<file path="src/rtl/pipeadd.sv">
// pipeadd: parameterised, fully pipelined adder/subtractor with a segmented
// carry chain. Each of NSTAGES stages adds one CW-bit slice and hands its
// carry to the next stage one clock later; operand slices are skewed in and
// result slices are deskewed out so a whole sample emerges at once.
// Optional feature macro: PIPEADD_OVFL_EN adds the o_ovfl signed-overflow
// output, registered alongside the last stage.
module pipeadd #(
    parameter int BW      = 64,
    parameter int NSTAGES = 2
) (
    input  logic          i_clk,
    input  logic          i_reset,
    input  logic          i_ce,
    input  logic          i_sync,
    input  logic          i_sub,
    input  logic [BW-1:0] i_a,
    input  logic [BW-1:0] i_b,
    output logic [BW-1:0] o_r,
    output logic          o_carry,
    output logic          o_sync
`ifdef PIPEADD_OVFL_EN
    ,
    output logic          o_ovfl
`endif
);

    localparam int CW = BW / NSTAGES;

    // Reject unsupported geometries at elaboration time.
    if ((NSTAGES < 1) || (NSTAGES > 8) || (BW < 1) || ((BW % NSTAGES) != 0)) begin : g_param_check
        $error("pipeadd: BW must be a multiple of NSTAGES and NSTAGES must be 1..8");
    end

    logic [BW-1:0]      b_eff_s;   // B, inverted for subtract
    logic [NSTAGES-1:0] carry_s;   // registered carry out of every stage
    logic [BW-1:0]      r_s;       // deskewed result slices
    logic [NSTAGES-1:0] sync_q;    // sync strobe delay line

    // Subtract is A + ~B + 1; the +1 enters as the carry into stage 0.
    always_comb begin
        b_eff_s = i_b ^ {BW{i_sub}};
    end

    for (genvar k = 0; k < NSTAGES; k++) begin : g_stage
        logic [CW-1:0] a_in_s;
        logic [CW-1:0] b_in_s;
        logic          c_in_s;
        logic [CW:0]   sum_d;
        logic [CW-1:0] sum_q;
        logic          carry_q;

        if (k == 0) begin : g_noskew
            // Lowest slice consumes the operands directly; carry-in is the mode bit.
            always_comb begin
                a_in_s = i_a[CW-1:0];
                b_in_s = b_eff_s[CW-1:0];
                c_in_s = i_sub;
            end
        end else begin : g_skew
            logic [CW-1:0] a_skew_q [k];
            logic [CW-1:0] b_skew_q [k];

            // Delay this slice's operands by k clocks so they meet the carry from below.
            always_ff @(posedge i_clk or posedge i_reset) begin
                if (i_reset) begin
                    for (int i = 0; i < k; i++) begin
                        a_skew_q[i] <= '0;
                        b_skew_q[i] <= '0;
                    end
                end else if (i_ce) begin
                    a_skew_q[0] <= i_a[k*CW +: CW];
                    b_skew_q[0] <= b_eff_s[k*CW +: CW];
                    for (int i = 1; i < k; i++) begin
                        a_skew_q[i] <= a_skew_q[i-1];
                        b_skew_q[i] <= b_skew_q[i-1];
                    end
                end
            end

            // Feed the oldest skewed operands and the previous stage's carry.
            always_comb begin
                a_in_s = a_skew_q[k-1];
                b_in_s = b_skew_q[k-1];
                c_in_s = carry_s[k-1];
            end
        end

        // Slice add with one extra bit to capture the carry out.
        always_comb begin
            sum_d = {1'b0, a_in_s} + {1'b0, b_in_s} + {{CW{1'b0}}, c_in_s};
        end

        // Stage register: slice sum and carry for the next stage.
        always_ff @(posedge i_clk or posedge i_reset) begin
            if (i_reset) begin
                sum_q   <= '0;
                carry_q <= 1'b0;
            end else if (i_ce) begin
                sum_q   <= sum_d[CW-1:0];
                carry_q <= sum_d[CW];
            end
        end

        assign carry_s[k] = carry_q;

        if (k == NSTAGES - 1) begin : g_nodeskew
            assign r_s[k*CW +: CW] = sum_q;
        end else begin : g_deskew
            localparam int D = NSTAGES - 1 - k;
            logic [CW-1:0] dsk_q [D];

            // Hold finished low slices until the top slice of the same sample completes.
            always_ff @(posedge i_clk or posedge i_reset) begin
                if (i_reset) begin
                    for (int i = 0; i < D; i++) begin
                        dsk_q[i] <= '0;
                    end
                end else if (i_ce) begin
                    dsk_q[0] <= sum_q;
                    for (int i = 1; i < D; i++) begin
                        dsk_q[i] <= dsk_q[i-1];
                    end
                end
            end

            assign r_s[k*CW +: CW] = dsk_q[D-1];
        end

`ifdef PIPEADD_OVFL_EN
        if (k == NSTAGES - 1) begin : g_ovfl
            logic ovfl_d;
            logic ovfl_q;

            // Signed overflow: carry into the MSB differs from carry out of it.
            always_comb begin
                ovfl_d = (a_in_s[CW-1] ^ b_in_s[CW-1] ^ sum_d[CW-1]) ^ sum_d[CW];
            end

            // Register overflow in step with the top slice.
            always_ff @(posedge i_clk or posedge i_reset) begin
                if (i_reset) begin
                    ovfl_q <= 1'b0;
                end else if (i_ce) begin
                    ovfl_q <= ovfl_d;
                end
            end

            assign o_ovfl = ovfl_q;
        end
`endif
    end

    if (NSTAGES == 1) begin : g_sync1
        // Single-stage sync delay.
        always_ff @(posedge i_clk or posedge i_reset) begin
            if (i_reset) begin
                sync_q <= '0;
            end else if (i_ce) begin
                sync_q <= i_sync;
            end
        end
    end else begin : g_syncn
        // NSTAGES-deep sync shift register, advancing with the data.
        always_ff @(posedge i_clk or posedge i_reset) begin
            if (i_reset) begin
                sync_q <= '0;
            end else if (i_ce) begin
                sync_q <= {sync_q[NSTAGES-2:0], i_sync};
            end
        end
    end

    assign o_r     = r_s;
    assign o_carry = carry_s[NSTAGES-1];
    assign o_sync  = sync_q[NSTAGES-1];

endmodule

</file>
<file path="config.mk">
export PLATFORM = sky130hd
export DESIGN_NAME = pipeadd
export DESIGN_NICKNAME = d
export VERILOG_FILES = /design/src/rtl/pipeadd.sv
export SDC_FILE = /design/constraint.sdc
export NUM_CORES = 1
export LEC_CHECK = 0
export CAP_MARGIN = 20
export CORE_MARGIN = 5
export CORE_UTILIZATION = 48
export DETAILED_ROUTE_END_ITERATION = 10
export GPL_TIMING_DRIVEN = 0
export PLACE_DENSITY = 0.9
export SETUP_SLACK_MARGIN = 0.02
export SLEW_MARGIN = 20
export SYNTH_ARGS = -nofsm -noshare
export SYNTH_HDL_FRONTEND = slang
export SYNTH_SLANG_ARGS = --single-unit
</file>
<file path="constraint.sdc">
create_clock -name i_clk -period 5.49 [get_ports i_clk]
set_clock_uncertainty 0.15 [all_clocks]
set_input_delay 1.098 -clock i_clk [delete_from_list [all_inputs] [get_ports i_clk]]
set_output_delay 1.098 -clock i_clk [all_outputs]
set_load 0.05 [all_outputs]
</file>
==> run summary <==
status -> finished clean
largest net degree at the start of global routing -> 36
Placed Instances -> 1,456
Non-Filler Instances -> 1,488
initial antenna violation count -> 1
largest cells by area after synthesis -> dfrtp_1, mux2_2, ha_1, a21oi_1, xnor2_1
Power Total -> 0.00540 W
layout cells sized above 1 -> 0.121
die height -> 154 um
Post-route DRC -> 0
Max VDD drop -> 0.244 mV
flops & latches, synth -> 164
wire per inst -> 19.4 um
Antenna Nets Post-Route -> 0
placed inst area -> 0.0124 mm2
Starting Density -> 0.491
fin crit share -> 0.845
# IOs -> 199
Arrival @ worst endpoint -> 4.80 ns
CP endpoint kind -> register
CTS tree -> done
CTS HTree Levels -> 4
Mapped Nets -> 1,183
worst slew pin tran -> 0.873 ns
max cap viols -> 0
Seq/Total Area, Yosys -> 0.412
cell row count -> 52
gr ovfl total -> 0
RSZ-0062 raised after global routing -> false
DIE AREA -> 0.0237 mm2
Clock power frac -> 0.219
design area -> 0.0130 mm2
crit path time final -> 4.64 ns
CP required -> 5.66 ns
fmax -> 0.216 GHz
Mapped Area -> 0.00996 mm2
Hold WC Path Type -> reg -> reg
port bufs -> 196
core footprint -> 0.0203 mm2
sequential share of power -> 0.322
fin. max-slew vios -> 0
final setup vio count -> 0
global-route wire length before repair -> 45,900 um
first drt pass iteration count -> 5
Area Overhead vs Synth -> 30.1%
post-synth top area share -> 0.412
Fin Setup TNS -> 0 ns
DR iter-0 viols -> 573
Leakage Power -> 5.50 nW
crit start category -> input pin
GPL Wtd Cong -> 0.936
number of synthesized flops with an enable pin -> 0
Inserted Clock Buffers -> 17
PwrDens -> 417 mW/mm2
maximum fanout along the worst path -> 10
cell taking the most area after synthesis -> dfrtp_1
ANT cells -> 0
Fin. Hold Viols -> 0
clk slew on worst S/H paths -> 0.07 ns
share of flip-flops with an asynchronous set or reset -> 1.00
GR Util All Layers -> 0.241
vias in the first global route -> 8,789
root buf cell -> clkbuf_16
vias per cell -> 5.67
Post-Syn Instances -> 985
Die W -> 154 um
# Post-CTS Setup Buffers -> 0
Clock Latency Late Sink -> 0.43 ns
internal power -> 0.00316 W
PostCTS Resize Cnt -> 0
Post-Route WL -> 28,800 um
Netlist cell types -> 55
Psw -> 0.00224 W
Bufs on Longest Clock Path -> 2
clock tree sinks -> 164
number of synthesis warnings -> 0
Synth Area per Inst -> 10.1 um2
Sw Ratio -> 0.414
Post-DP HPWL -> 22,300 um
vias -> 8,433
Slew Limit Headroom -> 0.418
Final Net Count -> 1,403
Most used DFF post-synth -> dfrtp_1
power share of the combinational group -> 0.459
Hold Buf Count CTS -> 0
kind of critical path -> in -> reg
## routing by layer
metal | wire length [um] | share of wire | track usage
met5 | 0 | 0 | 0
met4 | 787 | 0.027 | 0.0833
met3 | 1920 | 0.067 | 0.0475
met2 | 14400 | 0.50 | 0.422
met1 | 11700 | 0.40 | 0.297
## flip-flops by register name, summed over array words and instances, names as in the netlist
signal	count
g_stage.sum_q	64
g_stage.g_deskew.dsk_q	32
g_stage.a_in_s	32
g_stage.b_in_s	32
sync_q	2
g_stage.carry_q	1
o_carry	1
## path summary, 6_finish.rpt
path / depth (start not counted) / to / slack, ns / from
setup reg to reg: 10 / g_stage[1].sum_q[30] / 1.71 / g_stage[0].carry_q
setup / recovery: 11 / g_stage[0].sum_q[16] / 0.85 / i_sub
hold / removal: 2 / g_stage[0].sum_q[22] / 0.35 / g_stage[0].sum_q[22]
max in group asynchronous: 4 / g_stage[0].g_deskew.dsk_q[24] / 3.58 / i_reset
min in group asynchronous: 2 / g_stage[1].sum_q[22] / 0.87 / i_reset
hold reg to reg: 2 / g_stage[0].sum_q[22] / 0.35 / g_stage[0].sum_q[22]
## cell type report
| class | instances | area [um2] |
|---|---|---|
| plain buffers | 48 | 184 |
| clock buffers | 19 | 443 |
| clock inverters | 13 | 143 |
| fillers | 1648 | 7340 |
| inverters | 26 | 101 |
| multi-input cells | 747 | 5570 |
| flip-flops and latches | 164 | 4100 |
| well taps | 270 | 338 |
| repair buffers | 201 | 2070 |
## critical path, cell delays in order
cell	delay [ns]
buf_4	0.24
buf_1	0.70
xor2_1	0.19
ha_1	0.38
a21oi_1	0.27
a21boi_0	0.19
o211a_1	0.28
nor4_1	0.66
o31ai_1	0.31
xnor2_1	0.19
mux2_2	0.28
## synth_stat cells (5+ instances only)
cell type and instances:
a211oi_1 9, a21o_1 32, a21oi_1 97, a31oi_1 9, and2_1 5, and3_1 6, buf_1 11, clkbuf_1 36
dfrtp_1 164, ha_1 62, inv_1 26, mux2_2 106, nand2_1 66, nand2b_1 7, nand3_1 15, nand4_1 16
nor2_1 68, nor2b_1 5, nor3_1 10, o211ai_1 9, o21a_1 7, o21ai_0 37, o21bai_1 11, o31ai_1 7
xnor2_1 55, xor2_1 54
## metrics by stage
step	utilization	hold slack (ns)	setup WS [ns]
5_1_grt	0.638	0.366	0.672
3_5_place_dp	0.609	0.328	0.444
6_report	0.638	0.349	0.853
2_1_floorplan	-	0.296	1.27
4_1_cts	0.638	0.344	0.896
3_3_place_gp	0.604	0.311	0.509
## power by group through the flow
stage | Combinational [W] | Clock, W | Sequential, W
after floorplan | 0.000977 | 0 | 0.00239
after global placement | 0.00240 | 0 | 0.00174
after detailed placement | 0.00246 | 0 | 0.00176
after CTS | 0.00248 | 0.00120 | 0.00174
after global routing | 0.00263 | 0.00126 | 0.00177
final | 0.00248 | 0.00118 | 0.00174
## kinds of logic (layout without fill, tap and decap cells)
kind of cell,Yosys count,in the layout,synth area share
and+or+nand+nor,210,210,0.0961
muxes,109,109,0.123
DFF,164,164,0.412
buffers and inverters,74,307,0.0283
AOI/OAI and AO/OA,254,254,0.161
adders and majority gates,65,65,0.0839
xor gates and xnor gates,109,109,0.0959
## placed cells by master, fill, tap and decap left out, drive strengths merged, types with 31 or more instances in the layout
master / n
a21o: 32
a21oi: 97
clkbuf: 55
clkdlybuf4s50: 196
dfrtp: 164
ha: 62
inv: 31
mux2: 106
nand2: 66
nor2: 68
o21ai: 39
xnor2: 55
xor2: 54
Power figures use the tool's default switching activity.
